===== config.mk =====
export PLATFORM = sky130hd
export DESIGN_NAME = axis_dmux_sched
export DESIGN_NICKNAME = d
export VERILOG_FILES = /design/src/rtl/axis_dmux_sched.sv
export SDC_FILE = /design/constraint.sdc
export NUM_CORES = 1
export LEC_CHECK = 0
export ABC_AREA = 1
export ABC_CLOCK_PERIOD_IN_PS = 2810
export BUFFER_PORTS_ARGS = -buffer_cell sky130_fd_sc_hd__buf_2
export CORE_MARGIN = 4
export CORE_UTILIZATION = 56
export CTS_CLUSTER_DIAMETER = 60
export DETAILED_ROUTE_END_ITERATION = 12
export GPL_TIMING_DRIVEN = 0
export MAX_ROUTING_LAYER = met4
export PLACE_DENSITY = 0.8
export REMOVE_ABC_BUFFERS = 1
export SLEW_MARGIN = 20
export SYNTH_ARGS = -nofsm -noshare
export SYNTH_HDL_FRONTEND = slang
export SYNTH_SLANG_ARGS = --single-unit

===== constraint.sdc =====
create_clock -name clk -period 2.81 [get_ports clk]
set_input_delay 0.562 -clock clk [delete_from_list [all_inputs] [get_ports clk]]
set_output_delay 0.562 -clock clk [all_outputs]
set_load 0.05 [all_outputs]

===== src/rtl/axis_dmux_sched.sv =====
// rtl/axis_dmux_sched.sv - frame-aware select/drop/enable scheduler for a 2-port AXI4-Stream demux
// Steering decisions change only between frames; fixed or weighted round-robin with saturating stats.
module axis_dmux_sched #(
  parameter int WEIGHT_WIDTH = 4,
  parameter int COUNT_WIDTH  = 16
) (
  input  logic                    clk,
  input  logic                    rst_n,
  input  logic                    mon_tvalid,
  input  logic                    mon_tready,
  input  logic                    mon_tlast,
  input  logic                    cfg_enable,
  input  logic                    cfg_mode,
  input  logic                    cfg_port,
  input  logic [1:0]              cfg_port_en,
  input  logic [WEIGHT_WIDTH-1:0] cfg_weight0,
  input  logic [WEIGHT_WIDTH-1:0] cfg_weight1,
  input  logic                    stat_clear,
  output logic                    demux_enable,
  output logic                    demux_drop,
  output logic                    demux_select,
  output logic                    busy,
  output logic [COUNT_WIDTH-1:0]  stat_frames0,
  output logic [COUNT_WIDTH-1:0]  stat_frames1,
  output logic [COUNT_WIDTH-1:0]  stat_drops
);

  typedef enum logic [1:0] {IDLE, ARMED, FRAME} state_t;

  state_t                  state, state_nxt;
  logic                    beat, eof, frame_done;
  logic                    load;
  logic                    sel_q, drop_q, rr_port;
  logic [WEIGHT_WIDTH-1:0] turn_cnt;
  logic                    sel_n, drop_n, rr_n;
  logic [WEIGHT_WIDTH-1:0] turn_n;
  logic                    elig0, elig1;
  logic [WEIGHT_WIDTH-1:0] cur_w;
  logic [WEIGHT_WIDTH:0]   turn_inc;

  assign beat       = mon_tvalid & mon_tready;
  assign eof        = beat & mon_tlast;
  assign frame_done = eof & (state != IDLE);

  assign demux_select = sel_q;
  assign demux_drop   = drop_q;

  // load marks a frame boundary: the only edges where config is taken and the decision may move.
  always_comb begin
    state_nxt    = state;
    demux_enable = 1'b0;
    busy         = 1'b0;
    load         = 1'b0;
    case (state)
      IDLE: begin
        if (cfg_enable) begin
          state_nxt = ARMED;
          load      = 1'b1;
        end
      end
      ARMED: begin
        demux_enable = 1'b1;
        if (beat && !mon_tlast) begin
          state_nxt = FRAME;
        end else begin
          load = 1'b1;
          if (!cfg_enable) state_nxt = IDLE;
        end
      end
      FRAME: begin
        demux_enable = 1'b1;
        busy         = 1'b1;
        if (eof) begin
          load      = 1'b1;
          state_nxt = cfg_enable ? ARMED : IDLE;
        end
      end
      default: state_nxt = IDLE;
    endcase
  end

  always_comb begin
    elig0    = cfg_port_en[0] & (|cfg_weight0);
    elig1    = cfg_port_en[1] & (|cfg_weight1);
    cur_w    = rr_port ? cfg_weight1 : cfg_weight0;
    turn_inc = {1'b0, turn_cnt} + 1'b1;
    rr_n     = rr_port;
    turn_n   = turn_cnt;
    sel_n    = sel_q;
    drop_n   = drop_q;
    if (cfg_mode) begin
      // Only frames actually delivered consume the current port's turn.
      if (eof && !drop_q) begin
        if (turn_inc >= {1'b0, cur_w}) begin
          turn_n = '0;
          if (rr_port ? elig0 : elig1) rr_n = ~rr_port;
        end else begin
          turn_n = turn_inc[WEIGHT_WIDTH-1:0];
        end
      end
      if (!(rr_n ? elig1 : elig0) && (rr_n ? elig0 : elig1)) begin
        rr_n   = ~rr_n;
        turn_n = '0;
      end
      sel_n  = (elig0 | elig1) ? rr_n : sel_q;
      drop_n = ~(elig0 | elig1);
    end else begin
      sel_n  = cfg_port;
      drop_n = ~cfg_port_en[cfg_port];
    end
  end

  always_ff @(posedge clk or negedge rst_n) begin
    if (!rst_n) begin
      state    <= IDLE;
      sel_q    <= 1'b0;
      drop_q   <= 1'b0;
      rr_port  <= 1'b0;
      turn_cnt <= '0;
    end else begin
      state <= state_nxt;
      if (load) begin
        sel_q    <= sel_n;
        drop_q   <= drop_n;
        rr_port  <= rr_n;
        turn_cnt <= turn_n;
      end
    end
  end

  // Counters are charged with the decision that steered the frame, i.e. the value before load.
  always_ff @(posedge clk or negedge rst_n) begin
    if (!rst_n) begin
      stat_frames0 <= '0;
      stat_frames1 <= '0;
      stat_drops   <= '0;
    end else if (stat_clear) begin
      stat_frames0 <= '0;
      stat_frames1 <= '0;
      stat_drops   <= '0;
    end else if (frame_done) begin
      if (drop_q) begin
        if (!(&stat_drops)) stat_drops <= stat_drops + 1'b1;
      end else if (sel_q) begin
        if (!(&stat_frames1)) stat_frames1 <= stat_frames1 + 1'b1;
      end else begin
        if (!(&stat_frames0)) stat_frames0 <= stat_frames0 + 1'b1;
      end
    end
  end

endmodule


==> Word level (Yosys, flattened, before mapping) <==
Cells that the tools add are included.
W data, S select, Z words.
{ "totals": {"output_inout_bits": 52, "elab_cells": 103, "register_bits": 57} }
{ "classes": {"mux": 43, "order_cmp": 2, "n_reduce_logical": 25, "eq_ne": 11, "addsub": 4, "n_bitwise": 10} }
{ "ops": {"columns": ["cell", "n"], "rows": [
  ["$mux W16", 14],
  ["$add A16 B1 Y16 const B", 3],
  ["$reduce_and A16 Y1", 3],
  ["$mux W1", 19],
  ["$mux W4", 4],
  ["$ne A2 B2 Y1 const B", 7],
  ["$reduce_bool A2 Y1", 5],
  ["$reduce_and A3 Y1", 3],
  ["$mux W2", 4],
  ["$reduce_and A4 Y1", 2],
  ["$reduce_or A4 Y1", 2],
  ["$pmux W2 S3", 1],
  ["$add A4 B1 Y5 const B", 1],
  ["$and A1 B1 Y1", 5],
  ["$ge A5 B4 Y1", 1],
  ["$not A1 Y1", 4],
  ["$reduce_and A2 Y1", 2],
  ["$logic_and A1 B1 Y1", 3],
  ["$logic_not A1 Y1", 3],
  ["$ne A3 B3 Y1 const B", 1],
  ["$pmux W1 S3", 1],
  ["$eq A2 B1 Y1 const B", 1],
  ["$eq A2 B2 Y1 const B", 1],
  ["$logic_not A2 Y1", 1],
  ["other kinds (4)", 4]
]} }

==> Logic depth before layout (Yosys ltp) <==
Gate-level depths: netlist of the first run.
{ "depth": {"ltp_word": 13, "mapped_depth": 17} }

==> Worst setup path after synthesis of the first run <==
Ideal clock, no wire load.
{ "synth_path": {"path_type": "register to register", "startpoint": "register turn_cnt[0]", "endpoint": "register turn_cnt[0]", "t_required_ns": 2.693, "stages_incl_launch_ff": 17, "arrival_ns": 1.970, "setup_ns": 0.117, "slack_ns": 0.723, "path_cell_list": "dfrtp_1 -> ha_1 -> xor2_1 -> ha_1 -> nand2_1 -> a21oi_1 -> nor2_1 -> nand2_1 -> nand2_1 -> nand2_1 -> nand2_1 -> nand2_1 -> nand2_1 -> nand2_1 -> nand2_1 -> nand2_1 -> nand2_1"} }
{ "synth_between": {"elab_chain_len": 10, "elab_cells_between_ends": 14, "classes_between": "add/sub (1); order compare (1); mux (8); reduce/logical (4)"} }
{ "synth_lines": {"columns": ["element", "line_no", "source"], "rows": [
  ["start, declared", "34", "logic [WEIGHT_WIDTH-1:0] turn_cnt;"],
  ["start signal, assigned", "126", "turn_cnt <= turn_n;"],
  ["$add A4 B1 Y5 (*)", "86", "turn_inc = {1'b0, turn_cnt} + 1'b1;"],
  ["$ge A5 B4 Y1", "94", "if (turn_inc >= {1'b0, cur_w}) begin"],
  ["$mux W1", "94", null],
  ["$mux W1", "93", "if (eof && !drop_q) begin"],
  ["$mux W1", "91", "if (cfg_mode) begin"],
  ["$mux W1", "101", "if (!(rr_n ? elig1 : elig0) && (rr_n ? elig0 : elig1)) begin"],
  ["$logic_not A1 Y1", "101", null],
  ["$logic_and A1 B1 Y1", "101", null],
  ["$reduce_bool A2 Y1 (no line)", null, null],
  ["$reduce_and A3 Y1 (no line)", null, null]
]} }
Mark *: on every way between the ends. The rest lies on a longest branch, timed or not. The select of a mux whose other input is x is not followed.
A chain may end at the register's enable or synchronous reset.

==> Worst setup path after layout of the first run <==
Same ends and word-level chain as after synthesis.

==> results.yml, run 1 <==
setup_path:
  crit_required_ns: 3.04
  cp.arrival_ns: 2.60
  worstPathCellList: "ha_1 > xor2_1 > ha_1 > nand2_1 > a21oi_1 > nor2_1 > nand2_1 > nand3_1 > nand3_1 > nand2_1 > nand2_1 > nand2_1 > nand2_1 > nand2_1"
  r2r_end: "turn_cnt[0]$_DFFE_PN0P_"
  start_kind: "flip-flop"
  crit_start: "turn_cnt[0]$_DFFE_PN0P_"
  reg2reg_depth: 14
  endpoint: "turn_cnt[0]$_DFFE_PN0P_"
  crit_type: "reg -> reg"
  timing.rr.start: "turn_cnt[0]$_DFFE_PN0P_"
  path_common_cell: "nand2_1"
  worstPathMaxFanout: 6
  cp_slowest_cell: "dfrtp_1"
  cpPeakStageDelay_ns: 0.42
  end_kind: "flip-flop"
  r2r_slack_ns: 0.44
cts:
  clk_pin_slew_ns: 0.07
  post_cts_resized: 0
  clockBufferDepth: 2
  root_buffer: "clkbuf_8"
  clock_latency_ns: 0.35
  hold_buffers: 0
  post-cts-setup-buffer-count: 0
  numCtsBuffers: 9
  cts_tree: "built"
  h-tree-depth: 3
  clkSinkCount: 57
drt:
  drt-initial-drc-count: 180
  dr_total_vias: 3540
  wl_per_cell_microns: 13.6
  drt-total-wl_microns: 8740
  drtAntennaViolNets: 0
  drc: 0
  first_pass_iters: 5
  viasPerCell: 5.51
yosys:
  syn_area_sq_um: 3600
  ys_warn_count: 0
  synth_top_area_frac: 0.396
  synthArstFlopShare: 1.00
  syn_avg_cell_area_sq_um: 7.35
  synth_cells: 490
  yosysSeqAreaShare: 0.396
  ys_ff_latch: 57
  synth_ff_type: "dfrtp_1"
  synth_cell_types: 34
  yosys.area.top_type: "dfrtp_1"
  synth_edf_count: 0
  yosys-top-cells-area: "dfrtp_1 40%, nand2_1 12%, inv_1 6.8%, nor2_1 5.2%, nand3_1 5.0%"
die:
  io_pins: 71
  placementRows: 28
  design.die.area_sq_um: 7780
  fp.dieH_microns: 88.2
  die_x_microns: 88.2
  initial_core_util: 0.591
  coreArea_sq_um: 6100
run_status:
  status: "finished, final reports clean"
sta:
  hold_violations: 0
  setup_slack_ns: 0.437
  post-route-period-util: 0.844
  tightest_slew_ns: 0.740
  fin_skew_ns: 0.00929
  relSlewSlack: 0.507
  grt_setup_unrepaired: "no"
  fmax_mhz: 421
  finalSetupTns_ns: 0
  period_needed_ns: 2.37
  setup_viol: 0
  drv_slew: 0
pwr:
  p_sw_frac: 0.367
  irDropWorstVdd_mv: 0.377
  p_clk_frac: 0.330
  p_switching_uw: 904
  power.leakage_uw: 0.00209
  power_frac_comb: 0.284
  p_seq_frac: 0.386
  internal_power_uw: 1560
  power_density_nw_per_um2: 584
place:
  hpwl_microns: 6270
  gp_congestion: 0.864
  dp_slack_ns: 0.405
  io_buffers: 70
  placed_cell_area_sq_um: 4000
final_layout:
  fin_nets: 593
  antennaDiodeCount: 0
  area_growth_pct: 16.9
  drive_gt1_frac: 0.175
  fin_area_sq_um: 4210
worst_hold_path:
  hp-class: "in -> async"
global_routing:
  antenna_found_initial: 0
  grt_max_degree: 58
  grt_use_total: 0.246
  grt_pass1_wl_microns: 14700
  grt_pass1_vias: 3385
  grt_overflow: 0
job:
  maxCapViolCount: 0
per-stage QoR:
stage / utilization / cells / hold slack (ns) / power, uW
finish: 0.690 / 642 / 0.274 / 2460
global route: 0.690 / 642 / 0.338 / 2600
CTS: 0.690 / 642 / 0.299 / 2470
detailed placement: 0.656 / 626 / 0.502 / 1660
global placement: 0.656 / 626 / 0.492 / 1630
floorplan: - / 481 / 0.266 / 1490
final cells by class:
class,instances,area (sq um)
clock inverters,2,35.0
flip-flops and latches,57,1430
repair buffers,70,353
multi-input cells,358,1880
fillers,517,1890
inverters,66,248
well taps,75,93.8
clock buffers,14,173
critical path: cells and delay by family, from the launching register on:
| family | cells | cell delay (ns) |
|---|---|---|
| adders and majority gates | 2 | 0.55 |
| xor gates and xnor gates | 1 | 0.19 |
| AOI/OAI and AO/OA | 1 | 0.13 |
| DFF | 1 | 0.42 |
| and+or+nand+nor | 10 | 0.99 |
power by group through the flow:
stage | Sequential, uW | Combinational (uW) | Clock [uW]
after detailed placement | 963 | 700 | 0
final | 949 | 698 | 813
after global placement | 959 | 675 | 0
after global routing | 959 | 783 | 855
after CTS | 949 | 701 | 820
after floorplan | 1050 | 437 | 0
cell usage in the layout (no fill, tap or decap), types with 14 or more instances in the layout:
master	n
a21oi_1	27
buf_2	69
dfrtp_1	57
inv_1	64
nand2_1	116
nand3_1	36
nand4_1	24
nor2_1	50
nor3_1	14
o21ai_0	19
per-layer routing:
metal	share of wire	wire length, microns	global-route usage	vias to the layer above
met5	0	0	-	-
met1	0.44	3840	0.310	1641
li1	-	-	-	1769
met3	0.065	571	0.0536	17
met4	0.016	141	0.0893	0
met2	0.48	4180	0.390	113
how the worst min path moves through the flow:
stage | to | slack [ns] | startpoint
2_1_floorplan | demux_drop$_DFFE_PN0P_ | 0.27 | rst_n
3_3_place_gp | turn_cnt[1]$_DFFE_PN0P_ | 0.49 | turn_cnt[1]$_DFFE_PN0P_
3_5_place_dp | turn_cnt[3]$_DFFE_PN0P_ | 0.50 | turn_cnt[3]$_DFFE_PN0P_
4_1_cts | turn_cnt[2]$_DFFE_PN0P_ | 0.30 | rst_n
5_1_grt | turn_cnt[3]$_DFFE_PN0P_ | 0.34 | rst_n
6_report | turn_cnt[2]$_DFFE_PN0P_ | 0.27 | rst_n
sequential cells by signal (all words and copies together) (netlist names):
register / count
rr_port: 1
demux_select: 1
stat_frames1: 16
turn_cnt: 4
state: 2
stat_frames0: 16
stat_drops: 16
demux_drop: 1
cell usage after synthesis (all sizes together) (2+ instances only):
cell type,n
a21oi,27
nand3b,4
o21ai,30
nand3,40
o21a,2
buf,3
inv,66
nand4,24
o21bai,2
a22oi,3
nor3,15
nor2,54
xor2,12
ha,12
clkbuf,6
dfrtp,57
o31ai,10
nand2,119
kinds of logic after synthesis:
logic type	Yosys count	share of synthesized area
and+or+nand+nor	258	0.329
AOI/OAI and AO/OA	75	0.120
buffers and inverters	75	0.0820
DFF	57	0.396
xor gates and xnor gates	13	0.0316
adders and majority gates	12	0.0417
Power figures use the tool's default switching activity.
==> inputs of run 2 (changes only) <==
--- a/config.mk
+++ b/config.mk
@@ -6,15 +6,15 @@
 export NUM_CORES = 1
 export LEC_CHECK = 0
 export ABC_AREA = 1
-export ABC_CLOCK_PERIOD_IN_PS = 2810
+export ABC_CLOCK_PERIOD_IN_PS = 2050
 export BUFFER_PORTS_ARGS = -buffer_cell sky130_fd_sc_hd__buf_2
 export CORE_MARGIN = 4
-export CORE_UTILIZATION = 56
+export CORE_UTILIZATION = 50
 export CTS_CLUSTER_DIAMETER = 60
 export DETAILED_ROUTE_END_ITERATION = 12
 export GPL_TIMING_DRIVEN = 0
 export MAX_ROUTING_LAYER = met4
-export PLACE_DENSITY = 0.8
+export PLACE_DENSITY = 0.75
 export REMOVE_ABC_BUFFERS = 1
 export SLEW_MARGIN = 20
 export SYNTH_ARGS = -nofsm -noshare
==> constraint.sdc (replaced) <==
create_clock -name clk -period 2.05 [get_ports clk]
set_input_delay 0.41 -clock clk [delete_from_list [all_inputs] [get_ports clk]]
set_output_delay 0.41 -clock clk [all_outputs]
set_load 0.05 [all_outputs]
==> results.yml, run 2 (synthesis results as in run 1) <==
global_routing:
  grt_overflow: 0
  grt_max_degree: 58
  antenna_found_initial: 0
  grt_use_total: 0.220
  grt_pass1_vias: 3286
  grt_pass1_wl_microns: 14900
pwr:
  power_density_nw_per_um2: 789
  irDropWorstVdd_mv: 0.413
  power.leakage_uw: 0.00214
sta:
  tightest_slew_ns: 0.752
  drv_slew: 0
  relSlewSlack: 0.495
  hold_violations: 0
  setup_slack_ns: -0.170
  grt_setup_unrepaired: "yes"
  fin_skew_ns: 0.00659
  fmax_mhz: 450
  post-route-period-util: 1.08
  period_needed_ns: 2.22
  setup_viol: 4
drt:
  drt-initial-drc-count: 146
  dr_total_vias: 3520
  viasPerCell: 5.24
  drtAntennaViolNets: 0
  first_pass_iters: 5
  drt-total-wl_microns: 8960
  wl_per_cell_microns: 13.3
  drc: 0
setup_path:
  cp.arrival_ns: 2.44
  cp_slowest_cell: "dfrtp_2"
  crit_type: "reg -> reg"
  path_buf_inv: 0
  start_kind: "flip-flop"
  end_kind: "flip-flop"
  cpPeakStageDelay_ns: 0.44
  worstPathMaxFanout: 4
  r2r_slack_ns: -0.17
  path_common_cell: "nand2_2"
  crit_required_ns: 2.27
  timing.rr.start: "turn_cnt[0]$_DFFE_PN0P_"
  path_delay_family: "simple AND/OR/NAND/NOR gates"
  crit_start: "turn_cnt[0]$_DFFE_PN0P_"
  worstPathCellList: "ha_4 > xor2_2 > ha_1 > nand2_1 > a21oi_1 > nor2_1 > nand2_2 > nand2_2 > nand2_2 > nand2_1 > nand2_1 > nand2_2 > nand2_2 > nand2_4 > nand2_2 > nand2_1"
place:
  dp_slack_ns: -0.319
  placed_cell_area_sq_um: 4030
  io_buffers: 70
  hpwl_microns: 6210
  gp_congestion: 0.870
cts:
  clk_pin_slew_ns: 0.06
  clock_latency_ns: 0.34
  hold_buffers: 0
  numCtsBuffers: 9
  root_buffer: "clkbuf_8"
  h-tree-depth: 3
  cts_tree: "built"
  clkSinkCount: 57
  clockBufferDepth: 2
die:
  coreArea_sq_um: 6910
  io_pins: 71
  placementRows: 30
  initial_core_util: 0.521
  design.die.area_sq_um: 8620
  die_x_microns: 92.9
  fp.dieH_microns: 92.9
final_layout:
  layout_commonest_cell: "nand2_1"
  top_regs: "stat_drops x16, stat_frames0 x16, stat_frames1 x16"
  antennaDiodeCount: 0
  seqCellArea_sq_um: 1430
  area_growth_pct: 23.2
  multi_input_area_sq_um: 2010
  layout_common_cells: "105 x nand2_1, 69 x buf_2, 64 x inv_1, 52 x dfrtp_1, 48 x nor2_1"
  fin_nets: 603
  drive_gt1_frac: 0.236
  fin_area_sq_um: 4440
  num-fill-cells: 664
run_status:
  violations: "setup timing"
  status: "finished with violations"
job:
  maxCapViolCount: 0
worst_hold_path:
  hp-class: "in -> async"
==> run 2: final cells by class <==
cell class | instances | area share
Clock inverter | 3 | 0.00902
Multi-Input combinational cell | 358 | 0.452
Inverter | 66 | 0.0564
Tap cell | 96 | 0.0271
Clock buffer | 12 | 0.0350
Timing Repair Buffer | 80 | 0.0973
Sequential cell | 57 | 0.323
==> run 2: worst paths after layout <==
path | depth (start not counted) | to
max | 16 | turn_cnt[2]$_DFFE_PN0P_
max in group asynchronous | 1 | stat_frames1[0]$_DFFE_PN0P_
min | 1 | rr_port$_DFFE_PN0P_
min reg2reg | 2 | stat_frames1[15]$_DFFE_PN0P_
max reg2reg | 16 | turn_cnt[2]$_DFFE_PN0P_
min in group clk | 4 | demux_select$_DFFE_PN0P_
==> run 2: timing repair <==
action                                 4_1_cts  5_1_grt
setup endpoints to repair                   17       33
endpoints found under the hold margin        0        0
buffers inserted                             5        5
pin swaps                                    7        5
gates resized for setup                     11       26
gates cloned                                 0        0
==> run 2: worst register-to-register path: stages (launching register included) <==
cell	delay [ns]
dfrtp_2	0.44
ha_4	0.19
xor2_2	0.18
ha_1	0.30
nand2_1	0.06
a21oi_1	0.13
nor2_1	0.07
nand2_2	0.11
nand2_2	0.06
nand2_2	0.07
nand2_1	0.06
nand2_1	0.07
nand2_2	0.09
nand2_2	0.08
nand2_4	0.07
nand2_2	0.10
nand2_1	0.05
==> run 2: through the flow <==
step	std cells	util	setup TNS (ns)	total power [uW]	hold WS, ns
2_1_floorplan	481	-	-1.38	2040	0.114
3_3_place_gp	647	0.583	-19.74	2250	0.500
3_5_place_dp	647	0.583	-2.26	2290	0.506
4_1_cts	667	0.623	-0.424	3450	0.166
5_1_grt	672	0.642	-1.32	3710	0.205
6_report	672	0.642	-0.647	3500	0.133
==> run 2: where the power goes <==
group          internal (uW)  total [uW]  switching (uW)
Combinational            358        1130             769
Clock                    617        1070             452
Sequential              1210        1300            96.7
==> run 2: layer usage <==
metal,global-route usage,share of wire,up-vias
li1,-,-,1790
met1,0.278,0.45,1640
met2,0.357,0.50,78
met3,0.0398,0.043,12
met4,0.0781,0.013,0
met5,-,0,-
